--- src/rtl/mdu_div_pkg.sv ---
// Shared definitions for the divide unit: operation encodings, the zero word
// and small decode helpers for the operation field.
package mdu_div_pkg;

    typedef enum logic [1:0] {
        OP_DIV  = 2'b00,
        OP_DIVU = 2'b01,
        OP_REM  = 2'b10,
        OP_REMU = 2'b11
    } mdu_op_e;

    localparam int unsigned MAX_XLEN = 64;
    localparam logic [MAX_XLEN-1:0] ZERO_WORD = '0;

    // Signed operations take absolute values and fix the sign afterwards.
    function automatic logic op_is_signed(input logic [1:0] op);
        return (op == OP_DIV) || (op == OP_REM);
    endfunction

    // Remainder operations return the remainder instead of the quotient.
    function automatic logic op_is_rem(input logic [1:0] op);
        return (op == OP_REM) || (op == OP_REMU);
    endfunction

endpackage

--- src/rtl/mdu_div_if.sv ---
// Request/response bundle between the pipeline and the divide unit.
interface mdu_div_if #(
    parameter int unsigned XLEN = 32
);
    logic            start_i;
    logic [1:0]      op_i;
    logic [XLEN-1:0] dividend_i;
    logic [XLEN-1:0] divisor_i;
    logic            flush_i;
    logic            hold_o;
    logic            busy_o;
    logic            done_o;
    logic [XLEN-1:0] result_o;

    modport master (
        output start_i, op_i, dividend_i, divisor_i, flush_i,
        input  hold_o, busy_o, done_o, result_o
    );

    modport slave (
        input  start_i, op_i, dividend_i, divisor_i, flush_i,
        output hold_o, busy_o, done_o, result_o
    );
endinterface

--- src/rtl/mdu_div.sv ---
// Iterative restoring divider: one quotient bit per cycle, MSB first.
// Divide-by-zero and signed overflow are resolved at accept time and skip
// the iteration. The result register holds its value between operations.
module mdu_div
    import mdu_div_pkg::*;
#(
    parameter int unsigned XLEN = 32
) (
    input  logic     clk,
    input  logic     rst,
    mdu_div_if.slave bus
);

    localparam int unsigned     CW         = (XLEN > 1) ? $clog2(XLEN) : 1;
    localparam logic [CW-1:0]   LAST_COUNT = CW'(XLEN - 1);
    localparam logic [XLEN-1:0] ZERO       = ZERO_WORD[XLEN-1:0];
    localparam logic [XLEN-1:0] ONES       = ~ZERO;
    localparam logic [XLEN-1:0] MIN_INT    = {1'b1, {(XLEN-1){1'b0}}};

    typedef enum logic [1:0] {
        ST_IDLE,
        ST_CALC,
        ST_DONE
    } state_e;

    state_e          state_reg,  state_next;
    logic [1:0]      op_reg,     op_next;
    logic [XLEN-1:0] quot_reg,   quot_next;
    logic [XLEN-1:0] rem_reg,    rem_next;
    logic [XLEN-1:0] dvsr_reg,   dvsr_next;
    logic [CW-1:0]   count_reg,  count_next;
    logic            neg_q_reg,  neg_q_next;
    logic            neg_r_reg,  neg_r_next;
    logic [XLEN-1:0] result_reg, result_next;

    // Operand conditioning for the accept cycle
    logic            in_signed;
    logic            a_neg;
    logic            b_neg;
    logic [XLEN-1:0] abs_a;
    logic [XLEN-1:0] abs_b;
    logic            is_ovf;

    // One restoring step plus the sign-corrected final result
    logic [XLEN:0]   partial;
    logic [XLEN:0]   diff;
    logic            step_bit;
    logic [XLEN-1:0] step_quot;
    logic [XLEN-1:0] step_rem;
    logic [XLEN-1:0] final_q;
    logic [XLEN-1:0] final_r;

    // Absolute values and sign flags of the incoming operands
    always_comb begin
        in_signed = op_is_signed(bus.op_i);
        a_neg     = in_signed & bus.dividend_i[XLEN-1];
        b_neg     = in_signed & bus.divisor_i[XLEN-1];
        abs_a     = a_neg ? (ZERO - bus.dividend_i) : bus.dividend_i;
        abs_b     = b_neg ? (ZERO - bus.divisor_i)  : bus.divisor_i;
        is_ovf    = in_signed && (bus.dividend_i == MIN_INT) && (bus.divisor_i == ONES);
    end

    // Shift the next dividend bit into the partial remainder and trial-subtract
    always_comb begin
        partial   = {rem_reg, quot_reg[XLEN-1]};
        diff      = partial - {1'b0, dvsr_reg};
        step_bit  = ~diff[XLEN];
        step_rem  = step_bit ? diff[XLEN-1:0] : partial[XLEN-1:0];
        step_quot = {quot_reg[XLEN-2:0], step_bit};
        final_q   = neg_q_reg ? (ZERO - step_quot) : step_quot;
        final_r   = neg_r_reg ? (ZERO - step_rem)  : step_rem;
    end

    // Next-state, datapath updates and outputs
    always_comb begin
        state_next  = state_reg;
        op_next     = op_reg;
        quot_next   = quot_reg;
        rem_next    = rem_reg;
        dvsr_next   = dvsr_reg;
        count_next  = count_reg;
        neg_q_next  = neg_q_reg;
        neg_r_next  = neg_r_reg;
        result_next = result_reg;

        bus.busy_o   = (state_reg == ST_CALC);
        bus.done_o   = (state_reg == ST_DONE);
        bus.result_o = result_reg;
        bus.hold_o   = ~rst & (((state_reg == ST_IDLE) & bus.start_i & ~bus.flush_i)
                               | (state_reg == ST_CALC));

        unique case (state_reg)
            ST_IDLE: begin
                if (bus.start_i) begin
                    op_next    = bus.op_i;
                    quot_next  = abs_a;
                    rem_next   = ZERO;
                    dvsr_next  = abs_b;
                    count_next = '0;
                    neg_q_next = a_neg ^ b_neg;
                    neg_r_next = a_neg;
                    if (bus.divisor_i == ZERO) begin
                        // Quotient all ones, remainder is the raw dividend
                        result_next = op_is_rem(bus.op_i) ? bus.dividend_i : ONES;
                        state_next  = ST_DONE;
                    end else if (is_ovf) begin
                        result_next = op_is_rem(bus.op_i) ? ZERO : MIN_INT;
                        state_next  = ST_DONE;
                    end else begin
                        state_next  = ST_CALC;
                    end
                end
            end
            ST_CALC: begin
                quot_next  = step_quot;
                rem_next   = step_rem;
                count_next = count_reg + CW'(1);
                if (count_reg == LAST_COUNT) begin
                    result_next = op_is_rem(op_reg) ? final_r : final_q;
                    state_next  = ST_DONE;
                end
            end
            ST_DONE: begin
                state_next = ST_IDLE;
            end
            default: begin
                state_next = ST_IDLE;
            end
        endcase

        // Flush abandons the operation and leaves the previous result intact
        if (bus.flush_i) begin
            state_next  = ST_IDLE;
            result_next = result_reg;
        end
    end

    // State and datapath registers
    always_ff @(posedge clk) begin
        if (rst) begin
            state_reg  <= ST_IDLE;
            op_reg     <= '0;
            quot_reg   <= ZERO;
            rem_reg    <= ZERO;
            dvsr_reg   <= ZERO;
            count_reg  <= '0;
            neg_q_reg  <= 1'b0;
            neg_r_reg  <= 1'b0;
            result_reg <= ZERO;
        end else begin
            state_reg  <= state_next;
            op_reg     <= op_next;
            quot_reg   <= quot_next;
            rem_reg    <= rem_next;
            dvsr_reg   <= dvsr_next;
            count_reg  <= count_next;
            neg_q_reg  <= neg_q_next;
            neg_r_reg  <= neg_r_next;
            result_reg <= result_next;
        end
    end

endmodule

--- src/flat_wrapper.sv ---
// flat-port wrapper written by rule: the top's interface ports become plain ports
module mdu_div_flat import mdu_div_pkg::*;
#(
    parameter int unsigned XLEN = 32
)
  (clk, rst, bus_start_i, bus_op_i, bus_dividend_i, bus_divisor_i, bus_flush_i, bus_hold_o, bus_busy_o, bus_done_o, bus_result_o);
  mdu_div_if #(.XLEN(XLEN)) bus_i ();
  input  logic clk;
  input  logic rst;
  input wire logic [$bits(bus_i.start_i)-1:0] bus_start_i;
  input wire logic [$bits(bus_i.op_i)-1:0] bus_op_i;
  input wire logic [$bits(bus_i.dividend_i)-1:0] bus_dividend_i;
  input wire logic [$bits(bus_i.divisor_i)-1:0] bus_divisor_i;
  input wire logic [$bits(bus_i.flush_i)-1:0] bus_flush_i;
  output wire logic [$bits(bus_i.hold_o)-1:0] bus_hold_o;
  output wire logic [$bits(bus_i.busy_o)-1:0] bus_busy_o;
  output wire logic [$bits(bus_i.done_o)-1:0] bus_done_o;
  output wire logic [$bits(bus_i.result_o)-1:0] bus_result_o;
  assign bus_i.start_i = bus_start_i;
  assign bus_i.op_i = bus_op_i;
  assign bus_i.dividend_i = bus_dividend_i;
  assign bus_i.divisor_i = bus_divisor_i;
  assign bus_i.flush_i = bus_flush_i;
  assign bus_hold_o = bus_i.hold_o;
  assign bus_busy_o = bus_i.busy_o;
  assign bus_done_o = bus_i.done_o;
  assign bus_result_o = bus_i.result_o;
  mdu_div #(.XLEN(XLEN)) u_core (.clk(clk), .rst(rst), .bus(bus_i));
endmodule
--- config.mk ---
export PLATFORM = sky130hd
export DESIGN_NAME = mdu_div_flat
export DESIGN_NICKNAME = d
export VERILOG_FILES = /design/src/rtl/mdu_div_pkg.sv /design/src/rtl/mdu_div_if.sv /design/src/rtl/mdu_div.sv /design/src/flat_wrapper.sv
export SDC_FILE = /design/constraint.sdc
export NUM_CORES = 1
export LEC_CHECK = 0
export ABC_AREA = 0
export BUFFER_PORTS_ARGS = -buffer_cell sky130_fd_sc_hd__buf_2
export CORE_MARGIN = 1.5
export CORE_UTILIZATION = 45
export CTS_BUF_LIST = sky130_fd_sc_hd__clkbuf_2 sky130_fd_sc_hd__clkbuf_4 sky130_fd_sc_hd__clkbuf_8
export DETAILED_ROUTE_END_ITERATION = 8
export PLACE_DENSITY = 0.6
export SYNTH_ARGS = -nofsm -noshare
export SYNTH_HDL_FRONTEND = slang
export SYNTH_SLANG_ARGS = --single-unit
--- constraint.sdc ---
create_clock -name clk -period 6.7 [get_ports clk]
set_input_delay 1.34 -clock clk [delete_from_list [all_inputs] [get_ports clk]]
set_output_delay 1.34 -clock clk [all_outputs]
set_load 0.02 [all_outputs]
==> results of run 1 <==
==> final cells by class <==
cell class	count	area [sq um]	share of cell area
multi-input combinational	1285	7946	0.6394
timing repair buffer	125	680.7	0.05477
sequential	138	2763	0.2223
clock inverter	14	170.2	0.01369
tap	324	405.4	0.03262
clock buffer	17	234.0	0.01883
inverter	61	229.0	0.01842
==> worst max-delay path: stages (launching register included) <==
cell and delay (ps):
dfxtp_1 340, inv_1 70, ha_1 220, fa_1 410
nor2b_1 200, o31a_1 230, o21a_1 180, a21boi_1 110
o31a_1 360, xnor2_4 230, mux2i_1 160, inv_1 80
ha_1 240, and2_1 150, o221ai_1 120, nor4_1 260
buf_4 200, nand4_1 90, or4_1 450, a221o_1 430
o31ai_1 310, mux2i_1 250, a211oi_2 80
==> power groups by stage <==
stage               clock network (mW)  logic (mW)  registers (mW)
CTS                              0.760       0.539           0.894
detailed placement                   0       0.536           0.913
global route                     0.793       0.602           0.901
floorplan                            0       0.374           0.905
finish                           0.749       0.547           0.895
global placement                     0       0.534           0.912
==> per-stage QoR <==
step / total power [mW] / setup WS [ps] / cells / utilization
floorplan: 1.279 / 975.2 / 1585 / -
global placement: 1.446 / 1524 / 1933 / 0.4915
detailed placement: 1.449 / 1458 / 1933 / 0.4915
CTS: 2.193 / 1398 / 1964 / 0.5081
finish: 2.191 / 1366 / 1964 / 0.5081
global route: 2.296 / 1018 / 1964 / 0.5081
==> cell families after synthesis <==
kind of cell,Yosys count,share of synthesized area
buffers and inverters,162,0.05471
flip-flops,138,0.2445
XOR/XNOR,111,0.08672
AO/OA/AOI/OAI,509,0.2943
adder cells (fa/ha/maj),40,0.04497
multiplexers,26,0.02425
AND/OR/NAND/NOR,599,0.2505
==> cell usage in the layout (no fill, tap or decap), types with 7 or more instances in the layout <==
cell / instances
inv_1: 59
clkbuf_8: 17
buf_2: 103
nand2b_1: 14
a311oi_1: 23
nor4_1: 21
o211ai_1: 24
a21o_1: 11
nand3_1: 57
ha_1: 39
buf_4: 22
nor3_1: 41
and3_1: 16
a22oi_1: 33
xor2_1: 47
a21oi_1: 138
or3_1: 29
o31ai_1: 15
nor2_1: 170
nand4_1: 23
mux2i_1: 15
o21a_1: 12
o21ai_0: 107
a211oi_1: 28
a41oi_1: 9
o41ai_1: 13
a31oi_1: 24
or4_1: 9
mux2_2: 11
or2_2: 7
o221ai_1: 7
dfxtp_1: 138
xnor2_1: 63
nor2b_1: 8
o21bai_1: 14
and2_1: 15
nand2_1: 166
==> per-layer routing <==
layer,wire (um),track usage,part of all wire,vias to the layer above
li1,-,-,-,5911
met1,17960,0.4127,0.47,5677
met2,17370,0.4707,0.45,425
met3,2465,0.04674,0.064,53
met4,792,0.07870,0.021,2
met5,13,0,0.00034,-
==> worst min path at each step <==
stage	start	endpoint	slack, ps	cells after the start
detailed placement	u_core.dvsr_reg[31]$_SDFFE_PP0P_	u_core.dvsr_reg[31]$_SDFFE_PP0P_	460	2
global route	u_core.dvsr_reg[0]$_SDFFE_PP0P_	u_core.dvsr_reg[0]$_SDFFE_PP0P_	500	2
floorplan	u_core.dvsr_reg[31]$_SDFFE_PP0P_	u_core.dvsr_reg[31]$_SDFFE_PP0P_	430	2
CTS	u_core.dvsr_reg[31]$_SDFFE_PP0P_	u_core.dvsr_reg[31]$_SDFFE_PP0P_	470	2
finish	u_core.dvsr_reg[31]$_SDFFE_PP0P_	u_core.dvsr_reg[31]$_SDFFE_PP0P_	470	2
global placement	u_core.dvsr_reg[31]$_SDFFE_PP0P_	u_core.dvsr_reg[31]$_SDFFE_PP0P_	440	2
==> flow_metrics.py, run 1 <==
metrics = {
    "timing": {
        "min_period_ps": 5334,
        "relSlewSlack": 0.3517,
        "worst_slew_pin_slew_ps": 971.4,
        "fin_worst_skew_ps": 16.02,
        "setup_violations": 0,
        "finalHoldViolations": 0,
        "fmax_mhz": 187.5,
        "fin_crit_sh": 0.7961,
        "holdWs_ps": 465.4,
        "rsz0062_at_grt": "false",
        "setup_tns_ps": 0,
        "slew_violations": 0,
    },
    "cts": {
        "post_cts_resized": 0,
        "clk_pin_slew_worst_paths_ps": 90,
        "cts.sinks": 138,
        "ctsHoldBuffers": 0,
        "cts-buffers-inserted": 17,
        "post_cts.repair.setup_buffers": 0,
        "cts_tree": "done",
        "cts_buffer_depth": 2,
        "insertion_delay_ps": 480,
        "root_buffer": "clkbuf_8",
        "cts-htree-levels": 4,
    },
    "cells_and_area": {
        "drive_gt1_frac": 0.1171,
        "nets": 1738,
        "fill_cells": 2474,
        "final_cell_area_sq_mm": 0.01243,
        "diodes": 0,
        "synthToLayoutAreaGrowth_pct": 10.01,
    },
    "setup_path": {
        "r2r-start": "u_core.quot_reg[31]$_SDFFE_PP0P_",
        "r2r_cells": 22,
        "arrival_ps": 5660,
        "cp_data_required_time_ps": 7020,
        "reg2reg_slack_ps": 1370,
        "setup.worst_path.class": "reg2reg",
        "cp-startpoint": "u_core.quot_reg[31]$_SDFFE_PP0P_",
        "worstSetupEndpoint": "u_core.bus.result_o[28]$_SDFFE_PP0P_",
        "cp-end-kind": "flip-flop",
        "r2r-end": "u_core.bus.result_o[28]$_SDFFE_PP0P_",
        "cp-start-kind": "flip-flop",
        "cp_max_fo": 6,
    },
    "die": {
        "placementRows": 57,
        "die_area_sq_mm": 0.02606,
        "io_pins": 105,
        "die_w_um": 161.4,
        "core_sq_mm": 0.02446,
        "die_height_um": 161.4,
        "start_util": 0.4618,
    },
    "synthesis": {
        "syn_nets": 1695,
        "synth_edf_count": 0,
        "avgSynthCellArea_sq_um": 7.127,
        "yosysMostFrequentCell": "nor2_1",
        "synth.area.top_cells": "dfxtp_1 24%, a21oi_1 6.1%, nor2_1 5.7%",
        "syn_area_sq_mm": 0.01130,
        "ys.flop_type": "dfxtp_1",
        "synth_cell_types": 74,
        "synth_common_cells": "171 x nor2_1, 166 x nand2_1, 138 x a21oi_1, 138 x dfxtp_1, 107 x o21ai_0",
        "yosysTopAreaCellShare": 0.2445,
        "synth_warnings": 0,
        "synth_async_sr_flop_share": 0,
        "ys_ff_latch": 138,
        "ys_seq_area_frac": 0.2445,
        "syn_inst": 1585,
        "yosys.area.top_type": "dfxtp_1",
    },
    "power": {
        "p_int_mw": 1.418,
        "pwr-share-clk": 0.342,
        "power_switching_uw": 773.2,
        "vdd_drop_max_v": 0.0001058,
        "swShare": 0.3529,
        "seqPwrFrac": 0.409,
        "power_leakage_nw": 4.805,
        "comb_power_share": 0.249,
        "power.density_mw_per_mm2": 176.3,
    },
    "route": {
        "vias": 12068,
        "drcViolationCount": 0,
        "post_drt_via_cell_ratio": 6.145,
        "drt-initial-drc-count": 1031,
        "dr.pass1.iters": 5,
        "avgRoutedWirePerCell_um": 19.65,
        "detail-route-antenna-nets": 0,
        "drt_wl_total_um": 38600,
    },
    "global_route": {
        "globalRouteTotalUtil": 0.2955,
        "grt_pass1_vias": 10996,
        "grt_pass1_wl_um": 60830,
        "antenna_found_initial": 2,
        "grt_max_degree": 78,
        "overflow": 0,
    },
    "placed_design": {
        "io_buffers": 104,
        "placed_cell_area_sq_mm": 0.01202,
        "place_congestion": 0.8963,
        "hpwl_um": 28820,
    },
    "run": {
        "drv_cap": 0,
    },
    "status": {
        "status": "complete, no violations",
    },
    "min_path": {
        "hp-class": "reg2reg",
    },
}
No activity file was read; power rests on OpenSTA's default activity.
==> run 2, diff against run 1 <==
--- a/config.mk
+++ b/config.mk
@@ -11,7 +11,7 @@
 export CORE_UTILIZATION = 45
 export CTS_BUF_LIST = sky130_fd_sc_hd__clkbuf_2 sky130_fd_sc_hd__clkbuf_4 sky130_fd_sc_hd__clkbuf_8
 export DETAILED_ROUTE_END_ITERATION = 8
-export PLACE_DENSITY = 0.6
+export PLACE_DENSITY = 0.63
 export SYNTH_ARGS = -nofsm -noshare
 export SYNTH_HDL_FRONTEND = slang
 export SYNTH_SLANG_ARGS = --single-unit
==> constraint.sdc (replaced) <==
create_clock -name clk -period 4.76 [get_ports clk]
set_input_delay 0.952 -clock clk [delete_from_list [all_inputs] [get_ports clk]]
set_output_delay 0.952 -clock clk [all_outputs]
set_load 0.02 [all_outputs]
==> run 2 against run 1 <==
Effect of this change: utilization is 1.8 points higher; register-to-register slack worse by 1300 ps; global-route usage is 0.54 points higher; critical path type unchanged; highest routed layer unchanged; clock skew is 4.5 ps higher; cell area is 3.6% higher; largest cell class unchanged; total power is 41% higher.
==> flow_metrics.py, run 2 (synthesis gave the netlist of run 1 again) <==
metrics = {
    "status": {
        "status": "complete, no violations",
    },
    "timing": {
        "fin_crit_sh": 0.9938,
        "worst_slew_pin_slew_ps": 1003,
        "setup_violations": 0,
        "setup_slack_ps": 29.65,
        "fin_worst_skew_ps": 20.51,
        "finalHoldViolations": 0,
        "fmax_mhz": 211.4,
        "relSlewSlack": 0.3303,
        "rsz0062_at_grt": "true",
        "holdWs_ps": 463.5,
        "min_period_ps": 4730,
        "setup_tns_ps": 0,
        "slew_violations": 0,
    },
    "cts": {
        "cts.sinks": 138,
        "cts_buffer_depth": 2,
        "clk_pin_slew_worst_paths_ps": 80,
        "root_buffer": "clkbuf_8",
        "cts-buffers-inserted": 17,
        "cts_tree": "done",
        "cts-htree-levels": 4,
        "ctsHoldBuffers": 0,
        "insertion_delay_ps": 470,
    },
    "power": {
        "power_switching_mw": 1.143,
        "seqPwrFrac": 0.408,
        "p_int_mw": 1.944,
        "comb_power_share": 0.266,
        "power.density_mw_per_mm2": 239.7,
        "power_leakage_nw": 5.030,
        "swShare": 0.3703,
        "vdd_drop_max_v": 0.0001994,
        "pwr-share-clk": 0.326,
        "finalPower_mw": 3.087,
    },
    "route": {
        "drcViolationCount": 0,
        "drt-initial-drc-count": 1188,
        "avgRoutedWirePerCell_um": 19.35,
        "vias": 12266,
        "dr.pass1.iters": 6,
        "post_drt_via_cell_ratio": 6.102,
        "drt_wl_total_um": 38900,
        "detail-route-antenna-nets": 0,
    },
    "setup_path": {
        "cp_max_fo": 3,
        "max_stage_delay_ps": 450,
        "worstPathCellList": "inv_2 -> ha_4 -> fa_2 -> nor2b_2 -> o31a_1 -> o21a_1 -> a21boi_2 -> o31a_1 -> xnor2_4 -> mux2i_2 -> inv_1 -> ha_4 -> and2_4 -> o221ai_4 -> nor4_4 -> nand4_1 -> or4_4 -> a221o_1 -> o31ai_2 -> mux2i_1 -> a211oi_2",
        "arrival_ps": 5040,
        "path_delay_family": "compound AO/OA/AOI/OAI gates",
        "cp-start-kind": "flip-flop",
        "cp-end-kind": "flip-flop",
        "path_buf_inv": 2,
        "setup.worst_path.class": "reg2reg",
        "slowest_stage": "a221o_1",
        "cp_data_required_time_ps": 5070,
    },
    "cells_and_area": {
        "fill_cells": 2448,
        "diodes": 0,
        "final_common_cell": "nor2_1",
        "synthToLayoutAreaGrowth_pct": 14.00,
        "nets": 1783,
        "fin_util": 0.5265,
        "final_cell_area_sq_mm": 0.01288,
        "final_cell_count_no_fill": 2010,
        "mostFrequentLayoutCells": "170 x nor2_1, 166 x nand2_1, 137 x dfxtp_1",
        "drive_gt1_frac": 0.1542,
    },
    "global_route": {
        "grt_pass1_wl_um": 62020,
        "antenna_found_initial": 1,
        "grt_max_degree": 76,
        "overflow": 0,
        "grt_pass1_vias": 11425,
        "globalRouteTotalUtil": 0.3009,
    },
    "placed_design": {
        "place_congestion": 0.8923,
        "placed_cell_area_sq_mm": 0.01242,
        "io_buffers": 104,
        "dp.cells": 1973,
        "hpwl_um": 29320,
        "dpl_worst_slack_ps": 8.769,
    },
    "die": {
        "start_util": 0.4618,
        "die_height_um": 161.4,
        "io_pins": 105,
        "die_w_um": 161.4,
        "core_sq_mm": 0.02446,
        "die_area_sq_mm": 0.02606,
        "placementRows": 57,
    },
    "min_path": {
        "hp-class": "reg2reg",
    },
    "run": {
        "drv_cap": 0,
    },
}
run 2: changes by cell type in the layout (fill, tap and decap cells not counted), sizes merged:
cell / change
buf: +45
bufinv: -2
clkinv: -3
clkinvlp: +1
inv: +5
run 2: final timing paths:
kind | startpoint | end | slack, ps | depth (start not counted)
worst max-delay path | u_core.quot_reg[31]$_SDFFE_PP0P_ | u_core.bus.result_o[28]$_SDFFE_PP0P_ | 30 | 21
worst min-delay path | u_core.dvsr_reg[31]$_SDFFE_PP0P_ | u_core.dvsr_reg[31]$_SDFFE_PP0P_ | 460 | 2
worst max register to register | u_core.quot_reg[31]$_SDFFE_PP0P_ | u_core.bus.result_o[28]$_SDFFE_PP0P_ | 30 | 21
worst min register to register | u_core.dvsr_reg[31]$_SDFFE_PP0P_ | u_core.dvsr_reg[31]$_SDFFE_PP0P_ | 460 | 2
run 2: repair_timing:
item	4_1_cts	5_1_grt
setup buffers	0	5
setup endpoints to repair	0	6
resized for setup	0	9
run 2: power by group through the flow:
stage / logic [mW] / registers [mW] / clock network, mW
3_5_place_dp: 0.798 / 1.29 / 0
3_3_place_gp: 0.795 / 1.28 / 0
4_1_cts: 0.803 / 1.26 / 1.02
5_1_grt: 0.905 / 1.27 / 1.06
2_1_floorplan: 0.543 / 1.27 / 0
6_report: 0.822 / 1.26 / 1.01
run 2: per-layer routing:
layer	share of wire	global-route usage	routed length, um
met2	0.45	0.4742	17470
met4	0.032	0.1103	1262
met5	0.00023	0	9
met1	0.46	0.4120	17720
met3	0.063	0.04956	2432
run 2: layout make-up:
type,count,area [sq um],share of cell area
Sequential cell,138,2764,0.2146
Tap cell,324,405.4,0.03148
Clock inverter,15,153.9,0.01195
Timing Repair Buffer,170,1031,0.08005
Inverter,61,229.0,0.01778
Multi-Input combinational cell,1285,8061,0.6260
Clock buffer,17,234.0,0.01817
run 2: worst min-delay path, delay by kind of cell (launching register included):
family | cells | cell delay [ps]
flip-flops | 1 | 320
AND/OR/NAND/NOR | 1 | 50
AO/OA/AOI/OAI | 1 | 50
